<file path="src/rtl/posit_fir_decoder_seq.sv">
// Iterative posit-to-FIR decoder: one posit in, sign / total exponent / mantissa out on a held handshake.
// Define DEC_FAST_SCAN_EN to resolve the regime in one cycle with a combinational leading-run counter.
module posit_fir_decoder_seq #(
    parameter int N         = 16,
    parameter int ES        = 1,
    parameter int TE_BITS   = 8,
    parameter int MANT_SIZE = N - ES - 2
) (
    input  logic                      clk_i,
    input  logic                      rst_i,
    input  logic                      in_valid_i,
    output logic                      in_ready_o,
    input  logic [N-1:0]              posit_i,
    output logic                      out_valid_o,
    input  logic                      out_ready_i,
    output logic                      sign_o,
    output logic signed [TE_BITS-1:0] te_o,
    output logic [MANT_SIZE-1:0]      mant_o,
    output logic                      is_zero_o,
    output logic                      is_nar_o
);

    localparam int SR_W  = N - 1;
    localparam int CNT_W = $clog2(N);
    localparam logic [CNT_W-1:0] K_MAX = CNT_W'(SR_W);

    typedef enum logic [1:0] {IDLE, SCAN, EXTRACT, HOLD} state_t;

    state_t            state;
    logic [SR_W-1:0]   sr;
    logic              r0;
    logic [CNT_W-1:0]  cnt;
    logic              sign_q;
    logic [N-1:0]      mag;
    logic              in_zero;
    logic              in_nar;

    assign mag        = posit_i[N-1] ? -posit_i : posit_i;
    assign in_zero    = (posit_i == '0);
    assign in_nar     = (posit_i == {1'b1, {(N-1){1'b0}}});
    assign in_ready_o = (state == IDLE) && !rst_i;

    // te = regime * 2^ES + exponent, regime = k-1 for a run of ones, -k for a run of zeros
    function automatic logic signed [TE_BITS-1:0] calc_te(input logic r0_f,
                                                           input logic [CNT_W-1:0] k,
                                                           input logic [ES-1:0] e);
        logic signed [TE_BITS-1:0] kx;
        logic signed [TE_BITS-1:0] ex;
        logic signed [TE_BITS-1:0] regime;
        kx     = signed'(TE_BITS'(k));
        ex     = signed'(TE_BITS'(e));
        regime = r0_f ? (kx - TE_BITS'(1)) : -kx;
        return (regime <<< ES) + ex;
    endfunction

`ifdef DEC_FAST_SCAN_EN
    function automatic logic [CNT_W-1:0] lead_run(input logic [SR_W-1:0] v, input logic b);
        logic [CNT_W-1:0] n;
        logic             done;
        n    = '0;
        done = 1'b0;
        for (int i = SR_W - 1; i >= 0; i--) begin
            if (!done && (v[i] == b)) n = n + 1'b1;
            else                      done = 1'b1;
        end
        return n;
    endfunction

    logic [CNT_W-1:0] run_len;
    assign run_len = lead_run(sr, r0);
`endif

    always_ff @(posedge clk_i) begin
        if (rst_i) begin
            state       <= IDLE;
            out_valid_o <= 1'b0;
            sign_o      <= 1'b0;
            te_o        <= '0;
            mant_o      <= '0;
            is_zero_o   <= 1'b0;
            is_nar_o    <= 1'b0;
            sr          <= '0;
            r0          <= 1'b0;
            cnt         <= '0;
            sign_q      <= 1'b0;
        end else begin
            case (state)
                IDLE: begin
                    if (in_valid_i) begin
                        if (in_zero || in_nar) begin
                            is_zero_o   <= in_zero;
                            is_nar_o    <= in_nar;
                            sign_o      <= 1'b0;
                            te_o        <= '0;
                            mant_o      <= '0;
                            out_valid_o <= 1'b1;
                            state       <= HOLD;
                        end else begin
                            sign_q <= posit_i[N-1];
                            sr     <= mag[N-2:0];
                            r0     <= mag[N-2];
                            cnt    <= '0;
                            state  <= SCAN;
                        end
                    end
                end
                SCAN: begin
`ifdef DEC_FAST_SCAN_EN
                    cnt   <= run_len;
                    // An exhausted regime leaves nothing behind it; otherwise drop run plus terminator
                    sr    <= (run_len == K_MAX) ? '0 : (sr << (run_len + 1'b1));
                    state <= EXTRACT;
`else
                    sr <= sr << 1;
                    if (sr[SR_W-1] == r0) begin
                        cnt <= cnt + 1'b1;
                        if (cnt == K_MAX - 1'b1) state <= EXTRACT;
                    end else begin
                        state <= EXTRACT;
                    end
`endif
                end
                EXTRACT: begin
                    sign_o      <= sign_q;
                    te_o        <= calc_te(r0, cnt, sr[SR_W-1 -: ES]);
                    mant_o      <= {1'b1, sr[SR_W-1-ES -: MANT_SIZE-1]};
                    is_zero_o   <= 1'b0;
                    is_nar_o    <= 1'b0;
                    out_valid_o <= 1'b1;
                    state       <= HOLD;
                end
                HOLD: begin
                    if (out_ready_i) begin
                        out_valid_o <= 1'b0;
                        state       <= IDLE;
                    end
                end
                default: state <= IDLE;
            endcase
        end
    end

endmodule

</file>
<file path="config.mk">
export PLATFORM = sky130hd
export DESIGN_NAME = posit_fir_decoder_seq
export DESIGN_NICKNAME = d
export VERILOG_FILES = /design/src/rtl/posit_fir_decoder_seq.sv
export SDC_FILE = /design/constraint.sdc
export NUM_CORES = 1
export LEC_CHECK = 0
export ABC_CLOCK_PERIOD_IN_PS = 2600
export BUFFER_PORTS_ARGS = -buffer_cell sky130_fd_sc_hd__buf_4
export CAP_MARGIN = 20
export CORE_UTILIZATION = 55
export DETAILED_ROUTE_END_ITERATION = 6
export GPL_ROUTABILITY_DRIVEN = 0
export PLACE_DENSITY = 0.79
export SLEW_MARGIN = 20
export SYNTH_ARGS = -nofsm -noshare
export SYNTH_HDL_FRONTEND = slang
export SYNTH_SLANG_ARGS = --single-unit
export TNS_END_PERCENT = 1
</file>
<file path="constraint.sdc">
create_clock -name clk_i -period 2.6 [get_ports clk_i]
set_clock_uncertainty 0.15 [all_clocks]
set_input_delay 0 -clock clk_i [delete_from_list [all_inputs] [get_ports clk_i]]
set_output_delay 0 -clock clk_i [all_outputs]
set_load 0.05 [all_outputs]
</file>
Word level (Yosys, flattened, before mapping):

Cells that the tools add are included.

* $add $sub $neg: 5
* bitwise logic cells: 1
* equal/unequal tests: 12
* mux-type cells: 34
* reduce and logical (&&, ||, !) cells: 14

Operators by type and width (number)
* 15-bit two-way mux: 3
* 15-bit one-hot mux with 2 select lines: 1
* 13-bit two-way mux: 2
* 13-bit one-hot mux with 2 select lines: 1
* 16-bit equality test, second input constant: 1
* 16-bit zero test: 1
* 8-bit two-way mux: 2
* 8-bit one-hot mux with 2 select lines: 1
* 15-bit negation: 1
* 4-bit two-way mux: 3
* 3-bit AND reduction: 4
* 2-bit two-way mux: 5
* 1-bit two-way mux: 9
* 8-bit by 2-bit adder with 8-bit output: 1
* 2-bit inequality test, second input constant: 4
* 2-bit one-hot mux with 4 select lines: 1
* 4-bit one-hot mux with 2 select lines: 1
* 4-bit AND reduction: 2
* 7-bit two-way mux: 1
* 4-bit negation with 7-bit output: 1
* 1-bit one-hot mux with 2 select lines: 3
* 4-bit by 1-bit subtractor with 5-bit output, second input constant: 1
* 4-bit by 1-bit adder with 4-bit output, second input constant: 1
* 2-bit equality test, second input constant: 2
* 13 further kinds: 14

* input bits: 20
* flip-flop bits (word level): 48
* output and inout bits: 26
* logic and storage cells: 77

Depth between registers and ports, before layout:

Gate-level depths: netlist (run 1).

* depth after elaboration: 5
* depth in mapped cells: 10

Least setup slack after synthesis (run 1):

No wires, ideal clock.

* kind: register to register
* start: register state[1]
* end: register sr[8]
* cell stages (with the launch flop): 11
* data arrival time: 1.691 ns
* required time: 2.379 ns
* buffers on the path: 3
* slack: 0.688 ns
* path through: dfxtp_1 inv_1 ha_1 clkbuf_1 clkinv_1 nor2_1 or2_1 buf_6 buf_6 o211ai_1 a21oi_1

* longest elaborated chain between the ends: 3

Ends and longest elaborated chain
* from (decl): RTL line 29 `state_t state;`
* from (signal assigned): RTL line 75 `state <= IDLE;`
* from (signal assigned): RTL line 97 `state <= HOLD;`
* from (signal assigned): RTL line 103 `state <= SCAN;`
* 2-bit zero test / 2-bit by 1-bit equality test with 1-bit output (equally long branches): RTL line 87 `case (state)`
* 2-bit inequality test (no source line) / 2-bit nonzero test (equally long branches)
* 3-bit AND reduction (no source line)
* to (signal assigned): RTL line 100 `sr <= mag[N-2:0];`
* to (signal assigned): RTL line 114 `sr <= sr << 1;`
* to (decl): RTL line 30 `logic [SR_W-1:0] sr;`

Several ways; a longest one is shown, not always the timed one.
A chain may end at the register's enable or synchronous reset.

Worst setup path after layout (run 1):

* start: input posit_i[0]
* end: register is_zero_o

* longest elaborated chain between the ends: 4

Ends and longest elaborated chain
* from (decl): RTL line 13 `input logic [N-1:0] posit_i,`
* 16-bit zero test / 16-bit equality test (equally long branches): RTL line 39, 40
* 1-bit two-way mux / 1-bit logical OR (equally long branches): RTL line 90 `if (in_zero || in_nar) begin`
* 1-bit two-way mux / 2-bit by 1-bit inequality test with 1-bit output (equally long branches)
* 1-bit one-hot mux with 2 select lines / 3-bit AND reduction (equally long branches)
* to (signal assigned): RTL line 91 `is_zero_o <= in_zero;`
* to (decl): RTL line 19 `output logic is_zero_o,`

Several ways; a longest one is shown, not always the timed one. The select of a mux whose other input is x is not followed.

==> results of run 1 <==
==> per-layer routing <==
layer | track usage (%) | vias up | wire length [µm]
li1 | - | 1224 | -
met1 | 31.8 | 1225 | 2740
met2 | 44.7 | 59 | 3250
met3 | 3.99 | 16 | 214
met4 | 11.6 | 0 | 156
met5 | 0 | - | 0
==> sequential cells by signal (all words and copies together) (netlist names) <==
name         flops
cnt              4
is_nar_o         1
is_zero_o        1
mant_o          13
out_valid_o      1
r0               1
sign_o           1
sign_q           1
sr              15
state            2
te_o             7
==> timing repair <==
item                                    CTS  global route
hold endpoints to repair                 14             0
hold buffers                             11             0
gates resized for setup                   0             1
endpoints found under the setup margin    0             1
==> kinds of logic (layout without fill, tap and decap cells) <==
kind of cell	count (synthesis)	after routing	share of synthesized area (%)
flops	47	47	36.1
simple gates	103	103	20.5
xor+xnor	17	17	5.71
compound gates	90	90	25.3
fa+ha+maj	9	9	4.32
buf+inv	42	87	6.91
mux	3	3	1.15
==> worst register-to-register path: cells and delay by family (launching register included) <==
family | cells | cell delay, ns
AOI/OAI and AO/OA | 2 | 0.58
adders and majority gates | 1 | 0.26
buffers and inverters | 2 | 0.35
DFF | 1 | 0.34
and+or+nand+nor | 3 | 0.48
==> through the flow <==
step	utilization [%]	setup WS, ns	instances
floorplan	-	0.688	311
global placement	66.4	0.415	389
detailed placement	66.4	0.412	389
CTS	70.9	0.155	408
global route	71.0	0.00427	408
finish	71.0	0.149	408
==> layout by cell type (no fill, tap or decap), types with 7 or more instances in the layout <==
cell type	count
a32oi_1	21
dlygate4sd3_1	11
inv_1	15
xor2_1	8
a21oi_1	18
ha_1	9
o21ai_0	10
dfxtp_1	47
buf_4	52
xnor2_1	9
nor2_1	40
o211ai_1	7
nand2_1	20
==> synthesized netlist by cell type, drive strengths merged (2+ instances only) <==
| cell | n |
|---|---|
| o32ai | 4 |
| xnor2 | 9 |
| nor3 | 7 |
| nor2 | 41 |
| a31o | 2 |
| o31ai | 4 |
| inv | 15 |
| a31oi | 3 |
| nand3 | 4 |
| o21ai | 11 |
| a32oi | 21 |
| ha | 9 |
| a21oi | 18 |
| a221oi | 2 |
| a311oi | 2 |
| clkbuf | 19 |
| buf | 7 |
| nand4 | 4 |
| mux2i | 3 |
| o211ai | 7 |
| o2111ai | 2 |
| nand2 | 20 |
| or3 | 6 |
| nor4b | 4 |
| a21boi | 2 |
| nor4 | 2 |
| nor2b | 2 |
| nand3b | 4 |
| xor2 | 8 |
| a211oi | 6 |
| dfxtp | 47 |
| nand2b | 6 |
==> final cells by class <==
cell class / instances / area share (%)
multi-input combinational: 222 / 47.4
sequential: 47 / 29.8
timing repair buffer: 63 / 15.9
clock buffer: 5 / 2.18
tap: 52 / 2.06
inverter: 16 / 1.90
clock inverter: 3 / 0.753
==> report_power, final <==
part | switching (mW) | internal, mW | total (mW)
registers | 0.121 | 0.861 | 0.982
clock network | 0.273 | 0.193 | 0.466
logic | 0.865 | 0.477 | 1.34
==> worst min path at each step <==
stage / start / to / slack, ns / depth (start not counted)
after floorplan: posit_i[0] / sr[0]$_SDFFE_PP0P_ / 0.02 / 2
after global placement: posit_i[0] / sr[0]$_SDFFE_PP0P_ / 0.16 / 3
after detailed placement: posit_i[0] / sr[0]$_SDFFE_PP0P_ / 0.17 / 3
after CTS: posit_i[8] / sr[8]$_SDFFE_PP0P_ / 0.008 / 4
after global routing: posit_i[8] / sr[8]$_SDFFE_PP0P_ / 0.03 / 4
final: posit_i[8] / sr[8]$_SDFFE_PP0P_ / 0.01 / 4
==> metrics, run 1 <==
row count 24; cell family with most CP delay simple AND/OR/NAND/NOR gates; PwrDens 884 nW/µm²; vias in the first global route 2329; CTS root buffer clkbuf_8; cell area after layout 3160 µm²; first-pass GRT wire length 10.4 mm; Die Footprint 5020 µm²; outcome completed; min cycle time layout 2.45 ns; Avg Inst Size Synth 8.39 µm²; Seq cells post-synth 47; starting DRC count in detailed routing 151; Worst Path Buf+Inv 3; hold crit path type input port to flop; setup bufs post-CTS 0; Worst R2R Start state[0]$_SDFFE_PP0P_; R2R depth 8; DR pass1 iterations 6; r2r setup slk 0.36 ns; TritonCTS clock tree built; WL final 6.36 mm; Die Wd 70.9 µm; Cells after Synth 311; setup violators final 0; synth top area cells dfxtp_1, a32oi_1, nor2_1; Tot GR Track Use 25.8%; initial antenna violation count 0; max-cap violations 0; latest clock arrival within the worst-skew pair 0.31 ns; layout cell share with drive strength beyond 1 19.9%; input/output buffers 45; cts bufs inserted 5; Worst path max stage delay 0.53 ns; core area 4440 µm²; Routed Antenna Nets 0; crit path launch posit_i[0]; LEAKAGE 1.23 nW; Critical Path End is_zero_o$_SDFFE_PP0P_; fin crit share 94.3%; CP Depth 9; largest net degree at the start of global routing 56; relative slew slack 63.0%; reg2reg end sr[9]$_SDFFE_PP0P_; wire per inst 15.6 µm; crit end category flop; clock-pin transition on the worst setup and hold timing paths 0.10 ns; setup tns final 0 ns; RSZ-0062 raised after global routing false; DRC viols 0; synthesized cell area 2610 µm²; final hold violations 0; # diodes 0; placed inst area 2950 µm²; Area Overhead vs Synth 21.0%; Synth Flop Type dfxtp_1; post-synthesis sequential area ratio 36.1%; Required @ worst endpoint 2.69 ns; Fmax 408 MHz; Synthesis Warnings 0; Tot Pwr 2.79 mW; ys async rst share 0%; Worst IR Drop VDD 0.000485 V; IO Pins 46; drt via density 6.19; Total Nets Final 384; crit-path cells dlygate4sd3_1 -> buf_4 -> inv_1 -> ha_1 -> nor4b_4 -> nand4_2 -> a2bb2oi_2 -> or3_1 -> a221oi_2; Crit-path slowest cell dlygate4sd3_1; gr ovfl total 0; pins over their slew limit 0; footprint of the multi-input gates 1500 µm²; Sequential Area 941 µm²; Synthesized Nets 340; CP arrival 2.54 ns; number of flops mapped to enable cells by yosys 0; Final HPWL DP 4.24 mm; critical path type input port to flop; area leader, netlist dfxtp_1; share of the synthesized area in the top cell type 36.1%; Worst Max-Slew Pin Slew 0.555 ns; crit path max fanout 12; Initial Util 58.7%; CTS Buffer Depth 2; Min Hold Slack 0.00994 ns; H-tree Lvls 2; Cell variety after synth 51; detailed-route via count 2524; Layout fillers 387; CP startpoint kind input port; Die Y 70.9 µm; CTS sink count 47
No activity file was read; power rests on OpenSTA's default activity.
==> run 2, diff against run 1 <==
PLACE_DENSITY = 0.83   (was 0.79)
==> run 2 against run 1 <==
  * First-iteration DRC count is 7.3% lower
  * Clock-buffer cell count stayed put
  * Maximum frequency is 2.2% lower
  * Total power is 5.9% higher
  * Worst setup slack worse by 0.055 ns
  * Cell count is 0.49% lower
  * Worst hold slack worse by 0.0025 ns
  * Sequential share of layout area is 0.20 points lower
  * Cell area is 0.67% higher
  * Wire length is 0.19% higher
  * Flip-flop and latch count stayed put
  * Die area stayed put
==> metrics, run 2 (synthesis gave the netlist of run 1 again) <==
CP startpoint kind input port; Final HPWL DP 4.39 mm; Worst IR Drop VDD 0.000565 V; input/output buffers 45; PwrDens 930 nW/µm²; crit path setup slack, layout 0.0938 ns; Tot GR Track Use 26.9%; detailed-route via count 2455; pins over their slew limit 0; max reg flops 15; starting DRC count in detailed routing 140; largest net degree at the start of global routing 56; LEAKAGE 1.24 nW; CTS root buffer clkbuf_8; cts bufs inserted 5; drt via density 6.05; CTS Buffer Depth 2; crit path launch posit_i[4]; IO Pins 46; Routed Antenna Nets 0; CP arrival 2.58 ns; Sequential Area 941 µm²; r2r setup slk 0.38 ns; hold crit path type input port to flop; Fmax 399 MHz; Worst R2R Start state[0]$_SDFFE_PP0P_; cts repair resizes 0; setup tns final 0 ns; Required @ worst endpoint 2.68 ns; layout cell share with drive strength beyond 1 19.8%; fin crit share 96.4%; most frequent cells in the layout buf_4, dfxtp_1, nor2_1, a32oi_1, nand2_1; setup bufs post-CTS 0; # diodes 0; WL final 6.38 mm; H-tree Lvls 2; initial antenna violation count 0; Largest Register sr; Place WS 0.405 ns; clock-pin transition on the worst setup and hold timing paths 0.09 ns; Die Wd 70.9 µm; Total Nets Final 382; setup violators final 0; latest clock arrival within the worst-skew pair 0.30 ns; wire per inst 15.7 µm; Critical Path End r0$_SDFFE_PP0P_; core area 4440 µm²; DR pass1 iterations 6; max-cap violations 0; relative slew slack 64.9%; critical path type input port to flop; TritonCTS clock tree built; Die Y 70.9 µm; Worst Max-Slew Pin Slew 0.524 ns; Area Overhead vs Synth 21.8%; DRC viols 0; crit path max fanout 6; min cycle time layout 2.51 ns; outcome completed; row count 24; Die Footprint 5020 µm²; top flop regs sr: 15 flops, mant_o: 13 flops, te_o: 7 flops; reg2reg end cnt[2]$_SDFFE_PP0P_; first-pass GRT wire length 10.7 mm; Layout fillers 362; RSZ-0062 raised after global routing false; # hold bufs at CTS 9; CTS sink count 47; gr ovfl total 0; vias in the first global route 2342; Initial Util 58.7%; final hold violations 0; crit end category flop; commonest non-fill, non-tap cell in the layout buf_4; footprint of the multi-input gates 1490 µm²; R2R depth 8
[run 2: changes by cell type in the layout (fill, tap and decap cells not counted)]
cell           previous run  this run
dlygate4sd3_1            11         9
clkinvlp_4                2         1
bufinv_16                 0         2
inv_6                     1         0
nor2_1                   40        41
nor2_2                    1         0
[run 2: final cells by class]
class,count,area share (%)
repair buffers,61,15.1
flip-flops and latches,47,29.6
inverters,16,1.89
clock inverters,3,2.13
clock buffers,5,2.17
well taps,52,2.05
multi-input cells,222,47.0
[run 2: worst min path at each step]
stage,cells after the start,slack [ns],endpoint,startpoint
floorplan,2,0.02,sr[0]$_SDFFE_PP0P_,posit_i[0]
global placement,3,0.15,sr[0]$_SDFFE_PP0P_,posit_i[0]
detailed placement,3,0.18,sr[0]$_SDFFE_PP0P_,posit_i[0]
CTS,2,0.006,mant_o[5]$_SDFFE_PP0P_,rst_i
global route,2,0.03,is_nar_o$_SDFFE_PP0P_,rst_i
finish,2,0.007,is_nar_o$_SDFFE_PP0P_,rst_i
[run 2: routing by layer]
metal / routed length (µm) / share of wire (%) / global-route usage, % / vias up
met4: 158 / 2.5 / 11.6 / 0
li1: - / - / - / 1216
met5: 0 / 0 / 0 / -
met2: 3330 / 52 / 47.1 / 67
met1: 2640 / 41 / 32.4 / 1155
met3: 252 / 4.0 / 4.70 / 17
[run 2: report_power, final]
group          switching [mW]  internal [mW]  total (mW)
clock                   0.243          0.383       0.626
sequential              0.122          0.861       0.983
combinational           0.868          0.478        1.35
[run 2: per-stage QoR]
step           hold WS [ns]  area (µm²)  total power [mW]  cells  utilization [%]
2_1_floorplan        0.0159        2610              1.97    311                -
3_3_place_gp          0.154        2950              2.28    389             66.4
3_5_place_dp          0.177        2950              2.32    389             66.4
4_1_cts             0.00633        3180              2.96    406             71.5
5_1_grt              0.0286        3180              3.15    406             71.5
6_report            0.00745        3180              2.95    406             71.5
[run 2: worst max-delay path, stage by stage]
cell	delay (ns)
dlygate4sd3_1	0.54
buf_4	0.16
nor3_2	0.45
dlygate4sd3_1	0.64
a31oi_1	0.07
dlygate4sd3_1	0.57
nor3_1	0.15
